**src/rtl/hazard_pkg.sv**
```systemverilog
// Shared hazard definitions: sequencer states, register-address width,
// priority-encoding constants and control bundle used by hazard and forwarding logic.
package hazard_pkg;

   localparam int REG_ADDR_W = 3;

   typedef enum logic [1:0] {
      ST_IDLE,
      ST_PUSH_PC,
      ST_PUSH_FLAGS,
      ST_VECTOR
   } hz_state_e;

   // Highest value wins; the forwarding unit ranks its sources the same way.
   typedef logic [2:0] hz_prio_t;
   localparam hz_prio_t PRIO_NONE     = 3'd0;
   localparam hz_prio_t PRIO_LOAD_USE = 3'd1;
   localparam hz_prio_t PRIO_FSM      = 3'd2;
   localparam hz_prio_t PRIO_JUMP     = 3'd3;
   localparam hz_prio_t PRIO_MEM_BUSY = 3'd4;

   typedef struct packed {
      logic stall_pc;
      logic stall_if_id;
      logic stall_id_ex;
      logic stall_ex_mem;
      logic flush_if_id;
      logic flush_id_ex;
      logic push_pc;
      logic push_flags;
      logic pc_sel_vec;
   } hz_ctl_t;

   function automatic logic raw_hit(input logic                  rd_en,
                                    input logic [REG_ADDR_W-1:0] src,
                                    input logic [REG_ADDR_W-1:0] wb_addr);
      return rd_en && (src == wb_addr);
   endfunction

   function automatic hz_prio_t prio_sel(input logic busy, input logic jmp,
                                         input logic fsm_act, input logic load_use);
      if (busy)          return PRIO_MEM_BUSY;
      else if (jmp)      return PRIO_JUMP;
      else if (fsm_act)  return PRIO_FSM;
      else if (load_use) return PRIO_LOAD_USE;
      else               return PRIO_NONE;
   endfunction

endpackage

```
**src/rtl/hazard_stats.sv**
```systemverilog
// Saturating event counters for pipeline stall and ID/EX flush cycles.
// Counts one per cycle the qualifying strobe is high; cleared by reset.
module hazard_stats
   import hazard_pkg::*;
(
   input  logic        clk,
   input  logic        reset,
   input  logic        stall_i,
   input  logic        flush_i,
   output logic [15:0] stat_stalls_o,
   output logic [15:0] stat_flushes_o
);

   logic [15:0] stalls_q, stalls_d;
   logic [15:0] flushes_q, flushes_d;

   always_comb begin
      stalls_d  = stalls_q;
      flushes_d = flushes_q;
      if (stall_i && (stalls_q != 16'hFFFF))
         stalls_d = stalls_q + 16'd1;
      if (flush_i && (flushes_q != 16'hFFFF))
         flushes_d = flushes_q + 16'd1;
   end

   always_ff @(posedge clk or negedge reset) begin
      if (!reset) begin
         stalls_q  <= '0;
         flushes_q <= '0;
      end else begin
         stalls_q  <= stalls_d;
         flushes_q <= flushes_d;
      end
   end

   assign stat_stalls_o  = stalls_q;
   assign stat_flushes_o = flushes_q;

endmodule

```
**src/rtl/hazard_ctrl.sv**
```systemverilog
// Pipeline stall/flush and interrupt sequencer for IF/ID, ID/EX and EX/MEM buffers.
// Optional HAZARD_STATS_EN adds saturating stall/flush counters.
module hazard_ctrl
   import hazard_pkg::*;
#(
   parameter int VEC_CYCLES = 1
) (
   input  logic                  clk,
   input  logic                  reset,
   input  logic [REG_ADDR_W-1:0] id_src1,
   input  logic [REG_ADDR_W-1:0] id_src2,
   input  logic                  id_use1,
   input  logic                  id_use2,
   input  logic                  ex_mr,
   input  logic                  ex_wb,
   input  logic [REG_ADDR_W-1:0] ex_wb_addr,
   input  logic                  ex_jmp_taken,
   input  logic                  mem_busy,
   input  logic                  int_req,
   output logic                  stall_pc,
   output logic                  stall_if_id,
   output logic                  stall_id_ex,
   output logic                  stall_ex_mem,
   output logic                  flush_if_id,
   output logic                  flush_id_ex,
   output logic                  int_push_pc,
   output logic                  int_push_flags,
   output logic                  pc_sel_vec
`ifdef HAZARD_STATS_EN
   ,
   output logic [15:0]           stat_stalls,
   output logic [15:0]           stat_flushes
`endif
);

   localparam int CNT_W = (VEC_CYCLES > 1) ? $clog2(VEC_CYCLES) : 1;
   localparam logic [CNT_W-1:0] VEC_LAST = CNT_W'(VEC_CYCLES - 1);

   hz_state_e        state_q, state_d;
   logic [CNT_W-1:0] cnt_q, cnt_d;
   logic             int_pending_q, int_pending_d;
   logic             int_req_d_q;

   logic     load_use;
   logic     int_edge;
   logic     pend_now;
   hz_prio_t prio;
   hz_ctl_t  ctl;

   assign load_use = ex_mr && ex_wb &&
                     (raw_hit(id_use1, id_src1, ex_wb_addr) ||
                      raw_hit(id_use2, id_src2, ex_wb_addr));
   assign int_edge = int_req && !int_req_d_q;
   // An edge seen this cycle can launch the sequence on the same clock.
   assign pend_now = int_pending_q || int_edge;
   assign prio     = prio_sel(mem_busy, ex_jmp_taken, state_q != ST_IDLE, load_use);

   always_comb begin
      ctl           = '0;
      state_d       = state_q;
      cnt_d         = cnt_q;
      int_pending_d = pend_now;

      case (prio)
         PRIO_MEM_BUSY: begin
            ctl.stall_pc     = 1'b1;
            ctl.stall_if_id  = 1'b1;
            ctl.stall_id_ex  = 1'b1;
            ctl.stall_ex_mem = 1'b1;
         end
         PRIO_JUMP: begin
            ctl.flush_if_id = 1'b1;
            ctl.flush_id_ex = 1'b1;
         end
         PRIO_FSM: begin
            ctl.flush_if_id = 1'b1;
            ctl.stall_pc    = (state_q == ST_PUSH_PC) || (state_q == ST_PUSH_FLAGS);
         end
         PRIO_LOAD_USE: begin
            // stall_id_ex stays low so the bubble flush actually lands.
            ctl.stall_pc    = 1'b1;
            ctl.stall_if_id = 1'b1;
            ctl.flush_id_ex = 1'b1;
         end
         default: ;
      endcase

      if (!mem_busy) begin
         // Strobes follow the state even under a jump so none is lost.
         ctl.push_pc    = (state_q == ST_PUSH_PC);
         ctl.push_flags = (state_q == ST_PUSH_FLAGS);
         ctl.pc_sel_vec = (state_q == ST_VECTOR);

         case (state_q)
            ST_IDLE: begin
               if (pend_now && !ex_jmp_taken && !load_use) begin
                  state_d       = ST_PUSH_PC;
                  int_pending_d = 1'b0;
               end
            end
            ST_PUSH_PC:    state_d = ST_PUSH_FLAGS;
            ST_PUSH_FLAGS: begin
               state_d = ST_VECTOR;
               cnt_d   = '0;
            end
            ST_VECTOR: begin
               if (cnt_q == VEC_LAST) begin
                  state_d = ST_IDLE;
                  cnt_d   = '0;
               end else begin
                  cnt_d = cnt_q + 1'b1;
               end
            end
            default: state_d = ST_IDLE;
         endcase
      end
   end

   always_ff @(posedge clk or negedge reset) begin
      if (!reset) begin
         state_q       <= ST_IDLE;
         cnt_q         <= '0;
         int_pending_q <= 1'b0;
         int_req_d_q   <= 1'b0;
      end else begin
         state_q       <= state_d;
         cnt_q         <= cnt_d;
         int_pending_q <= int_pending_d;
         int_req_d_q   <= int_req;
      end
   end

   // Reset gates every output so nothing leaks while reset is asserted.
   assign stall_pc       = reset && ctl.stall_pc;
   assign stall_if_id    = reset && ctl.stall_if_id;
   assign stall_id_ex    = reset && ctl.stall_id_ex;
   assign stall_ex_mem   = reset && ctl.stall_ex_mem;
   assign flush_if_id    = reset && ctl.flush_if_id;
   assign flush_id_ex    = reset && ctl.flush_id_ex;
   assign int_push_pc    = reset && ctl.push_pc;
   assign int_push_flags = reset && ctl.push_flags;
   assign pc_sel_vec     = reset && ctl.pc_sel_vec;

`ifdef HAZARD_STATS_EN
   hazard_stats u_stats (
      .clk            (clk),
      .reset          (reset),
      .stall_i        (stall_pc),
      .flush_i        (flush_id_ex),
      .stat_stalls_o  (stat_stalls),
      .stat_flushes_o (stat_flushes)
   );
`endif

endmodule

```
**config.mk**
```make
export PLATFORM = sky130hd
export DESIGN_NAME = hazard_ctrl
export DESIGN_NICKNAME = d
export VERILOG_FILES = /design/src/rtl/hazard_pkg.sv /design/src/rtl/hazard_stats.sv /design/src/rtl/hazard_ctrl.sv
export SDC_FILE = /design/constraint.sdc
export NUM_CORES = 1
export LEC_CHECK = 0
export CORE_MARGIN = 4
export CORE_UTILIZATION = 30
export DETAILED_ROUTE_END_ITERATION = 7
export PLACE_DENSITY = 0.65
export SLEW_MARGIN = 20
export SYNTH_ARGS = -nofsm -noshare
export SYNTH_HDL_FRONTEND = slang
export SYNTH_HIERARCHICAL = 1
export SYNTH_SLANG_ARGS = --single-unit
```
**constraint.sdc**
```tcl
create_clock -name clk -period 1.96 [get_ports clk]
set_input_delay 0.294 -clock clk [delete_from_list [all_inputs] [get_ports clk]]
set_output_delay 0.294 -clock clk [all_outputs]
set_load 0.01 [all_outputs]
```
# == Word level (Yosys, flattened, before mapping) ==
# Cells that the tools add are included.
# totals
ff_bits,5
input_bits,18
wordCells,65
# classes
add_sub_neg,1
eq_ne,11
n_mux,18
n_bitwise,1
n_reduce_logical,30
# op_table
operator,n
1-bit logical AND,16
2-bit two-way mux,5
1-bit two-way mux,8
2-bit case mux with 4 select lines,1
3-bit by 2-bit equality test with 1-bit output (second input constant),2
3-bit equality test,2
3-bit two-way mux,2
2-bit OR reduction,3
2-bit equality test (second input constant),2
2-bit inequality test (second input constant),2
1-bit case mux with 2 select lines,2
2-bit nonzero test,2
3-bit by 1-bit equality test with 1-bit output (second input constant),1
3-bit equality test (second input constant),1
1-bit zero test,3
1-bit logical OR,3
3-bit AND reduction,1
2-bit by 1-bit equality test with 1-bit output (second input constant),1
2-bit zero test,1
2-bit AND reduction,1
1-bit adder (second input constant),1
1-bit NOT,1

# == Logic depth before layout (Yosys ltp) ==
# depth
word_depth,12
ltp_mapped,6
depth_no_buf,6

# == Worst setup path before layout ==
# No wires, ideal clock.
# synth_path
path_kind,register to output
start,register state_q[0]
end,output port stall_pc
arrival_time_ns,1.192
t_required_ns,1.666
path_slack_ns,0.474
stages_incl_launch_ff,6
n_path_buf,0
cell_sequence,dfrtp_1 inv_1 ha_1 inv_1 a211oi_2 o221a_2
# synth_via
elab_chain_cells,8
word_cells_on_any_way,13
classes_between,5 x eq/ne; 4 x mux; 4 x reduce/logical
# synth_lines
element,line_no,source
"start, declared",hazard_ctrl.sv:39,"hz_state_e state_q, state_d;"
"start signal, assigned",hazard_ctrl.sv:126,state_q <= state_d;
2-bit nonzero test,hazard_ctrl.sv:56,"assign prio = prio_sel(mem_busy, ex_jmp_taken, state_q != ST_IDLE, load_use);"
2-bit two-way mux,hazard_pkg.sv:44,else if (fsm_act) return PRIO_FSM;
2-bit two-way mux,hazard_pkg.sv:43,else if (jmp) return PRIO_JUMP;
3-bit two-way mux,hazard_pkg.sv:42,if (busy) return PRIO_MEM_BUSY;
3-bit by 1-bit equality test with 1-bit output or 3-bit equality test (tied branches),hazard_ctrl.sv:64,case (prio)
2-bit OR reduction (no source line),--,
1-bit case mux with 2 select lines (*),hazard_ctrl.sv:64,
1-bit logical AND (*),hazard_ctrl.sv:134,assign stall_pc = reset && ctl.stall_pc;
"end, declared",hazard_ctrl.sv:20,"output logic stall_pc,"
# Mark *: on every way between the ends. The rest lies on a longest branch, timed or not.

# == Final worst setup path ==
# layout_path
start,input port id_use1
end,output port stall_pc
# layout_via
elab_chain_cells,11
word_cells_on_any_way,13
classes_between,3 x eq/ne; 5 x mux; 5 x reduce/logical
# layout_lines
element,line_no,source
"start, declared",hazard_ctrl.sv:12,"input logic id_use1,"
1-bit logical AND (*),hazard_pkg.sv:37,return rd_en && (src == wb_addr);
1-bit logical OR (*),hazard_ctrl.sv:51,"(raw_hit(id_use1, id_src1, ex_wb_addr) ||"
1-bit logical AND (*),hazard_ctrl.sv:50,assign load_use = ex_mr && ex_wb &&
1-bit two-way mux (*),hazard_pkg.sv:45,else if (load_use) return PRIO_LOAD_USE;
2-bit two-way mux (*),hazard_pkg.sv:44,
2-bit two-way mux (*),hazard_pkg.sv:43,
3-bit two-way mux (*),hazard_pkg.sv:42,
3-bit by 1-bit equality test with 1-bit output or 3-bit equality test (tied branches),hazard_ctrl.sv:64,
2-bit OR reduction (no source line),--,
1-bit case mux with 2 select lines (*),hazard_ctrl.sv:64,
1-bit logical AND (*),hazard_ctrl.sv:134,
# Marked as above.

==> impl_results.md <==
- Clock Latency Late Sink: 0.23 ns
- Std-Cell Rows: 12
- Max Transition Viols Final: 0
- Setup total negative slack: 0 ns
- Root Driver: clkbuf_4
- IO buf count: 26
- Comb pwr share: 64.5%
- Dpl hpwl: 1027 microns
- Sw Share: between 30% and 40%
- Cts bufs inserted: 3
- Critical path type: primary input to primary output
- Io pins: 27
- Sink Count: 4
- Leak Pwr: 0.4282 nW
- Nets: 114
- Tot Pwr: 0.6701 mW
- Grt total ovfl: 0
- Drt first pass iters: 4
- CTS Buffer Depth: 2
- Initial antenna violation count: 0
- DRC: 0
- Maximum clock rate: 525.4 MHz
- CTS tree: built
- First-pass GRT wire length: 2166 microns
- Arrival @ worst endpoint: 1.61 ns
- GRT Overall Usage: 15.38%
- Count of cell types in the netlist: 21
- Core area: 0.001186 sq mm
- Min Tclk post-route: 1.903 ns
- Clock slew seen by the registers of the worst setup and hold paths: about 0.04 ns
- H-Tree Depth: 1
- Synth warnings: 6
- Max-cap viol count: 0
- Crit-path max cell delay: 0.48 ns
- FF+latch count, synth: 4
- Fin crit share: 97.10%
- CP endpoint kind: primary output
- Vias in the first global route: 510
- Relative slew slack: 78.94%
- CTS Hold Bufs: 0
- Die Height: between 40 and 50 microns
- Diode count: 0
- Die area: between 0.0015 and 0.002 sq mm
- Peak VDD IR: 0.6567 mV
- Mapped Cells: 45
- Status: finished, final reports clean
- Final setup violating endpoints: 0
- First-iteration detailed-routing DRC count: 15
- WL per Instance: 13.30 microns
- Slowest cell on the critical path: clkdlybuf4s50_1
- Sequential share of power: 20.3%
- Die Width: around 45 microns
- Synthesis-to-finish area growth: 108.7%
- Critical Path Source Type: primary input
- Via count: a little under 500
- Internal: 0.4340 mW
- Share of layout cells above drive strength 1: 42.22%
- Finished Cell Area: about 840 sq um
- Slew @ Worst Pin: 0.3160 ns
- Hold_ws: 0.05210 ns
- Pwr/cell area: about 800 mW/mm^2
- Sequential fraction of the synthesis area: around 25%
- Post-DRT Antenna Nets: 0
- Starting Density: 33.86%
- Final GP Congestion: 0.7369
- CP Cell Sequence: clkdlybuf4s50_1 -> nand4_1 -> a211oi_2 -> buf_4 -> o221a_4 -> buf_6
- Mapped Avg Cell Area: 8.925 sq um
- Sw Pwr: 0.2362 mW
- Syn Nets: between 60 and 70
- CP required: 1.67 ns
- Clock power frac: 15.2%
- Drt via density: between 4 and 5
- Placed cell areas: 754.5 sq um
- Crit-path max FO: 2
- Final hold violations: 0
- Clk_skew: ~0.0026 ns
- Largest net degree at the start of global routing: 9
- Total Wirelength: 1383 microns
- Path category of the worst min-delay check: primary input to asynchronous set/reset pin
- Syn Std Cell Area: ~400 sq um
[metrics by stage]
stage | setup slack [ns] | cells | utilization [%]
6_report | 0.05676 | 104 | 70.68
5_1_grt | -0.0006299 | 104 | 70.68
4_1_cts | 0.002614 | 102 | 67.51
3_5_place_dp | -0.5356 | 95 | 63.61
3_3_place_gp | -0.5069 | 95 | 63.61
2_1_floorplan | 0.4736 | 45 | -
[cells in the final DEF, fill, tap and decap left out, types with 2 or more instances in the layout]
master           Yosys  layout
nor2_1               5       4
inv_1                5       4
ha_1                 4       3
and2_1               4       4
xnor2_2              0       3
xnor2_1              6       3
clkdlybuf4s50_1      0       9
dfrtp_1              4       4
buf_4                1      17
clkbuf_2             0       2
dlygate4sd2_1        0      12
clkbuf_4             0       3
nand4_1              2       2
[routing by layer]
layer	global-route usage [%]	vias to the layer above	share of wire, %	routed length (microns)
li1	-	247	-	-
met1	15.95	222	40	553
met4	9.036	0	1.1	15
met2	27.22	15	53	729
met3	4.065	2	6.1	84
met5	0	-	0	0
[worst paths after layout]
check,depth (start not counted),slack [ns],startpoint,endpoint
worst max register to register,9,0.19,state_q[1],state_q[1]
worst min register to register,2,0.50,int_pending_q,int_pending_q
worst min-delay path,2,0.05,reset,state_q[0]
min in group clk,2,0.50,int_pending_q,int_pending_q
worst max-delay path,6,0.06,id_use1,stall_pc
max in group asynchronous,2,1.81,reset,int_req_d_q
[sequential cells by signal (all words and copies together) (netlist names)]
name           count
int_req_d_q        1
int_pending_q      1
state_q            2
[power groups by stage]
stage / clock network (mW) / logic (mW) / registers, mW
3_5_place_dp: 0 / 0.414 / 0.135
5_1_grt: 0.112 / 0.476 / 0.140
3_3_place_gp: 0 / 0.404 / 0.135
2_1_floorplan: 0 / 0.183 / 0.136
4_1_cts: 0.108 / 0.413 / 0.137
6_report: 0.102 / 0.432 / 0.136
[cell type report]
| class | count | area, sq um |
|---|---|---|
| clock buffer | 3 | 22.52 |
| fill | 92 | 347.8 |
| inverter | 5 | 18.77 |
| multi-input combinational | 35 | 317.8 |
| sequential | 4 | 100.1 |
| tap | 14 | 17.52 |
| timing repair buffer | 43 | 361.6 |
[cells by family after synthesis]
kind of cell / after synthesis / synth area share, %
AND/OR/NAND/NOR: 16 / 22.12
AO/OA/AOI/OAI: 8 / 17.13
XOR/XNOR: 6 / 13.08
buffers and inverters: 6 / 6.543
adder cells (fa/ha/maj): 4 / 12.46
flip-flops: 4 / 24.92
multiplexers: 1 / 3.737
[Yosys cell counts]
master / count / area (sq um)
and2_1: 4 / 25.02
inv_1: 5 / 18.77
xnor2_1: 6 / 52.55
o221a_2: 1 / 11.26
nor3_2: 1 / 10.01
nor2b_1: 1 / 6.260
a21oi_1: 2 / 10.01
ha_1: 4 / 50.05
nand2b_1: 1 / 6.260
nor4_1: 1 / 6.260
dfrtp_1: 4 / 100.1
a21o_1: 1 / 7.510
buf_4: 1 / 7.510
nand2_1: 1 / 3.750
a211oi_2: 1 / 12.51
nand4_1: 2 / 12.51
nor2_1: 5 / 18.77
mux2_4: 1 / 15.01
a31o_2: 1 / 8.760
o32a_2: 1 / 11.26
o21a_1: 1 / 7.510
[repair_timing]
item                                    4_1_cts  5_1_grt
setup buffers                                 4        2
gates resized for setup                      27       10
endpoints found under the setup margin        9        5
pin swaps                                    11        6
cloned                                        0        0
[critical path: cells and delay by family]
| family | cells | cell delay [ns] |
|---|---|---|
| buf+inv | 3 | 0.74 |
| simple gates | 1 | 0.13 |
| compound gates | 2 | 0.46 |
No activity file was read; power rests on OpenSTA's default activity.
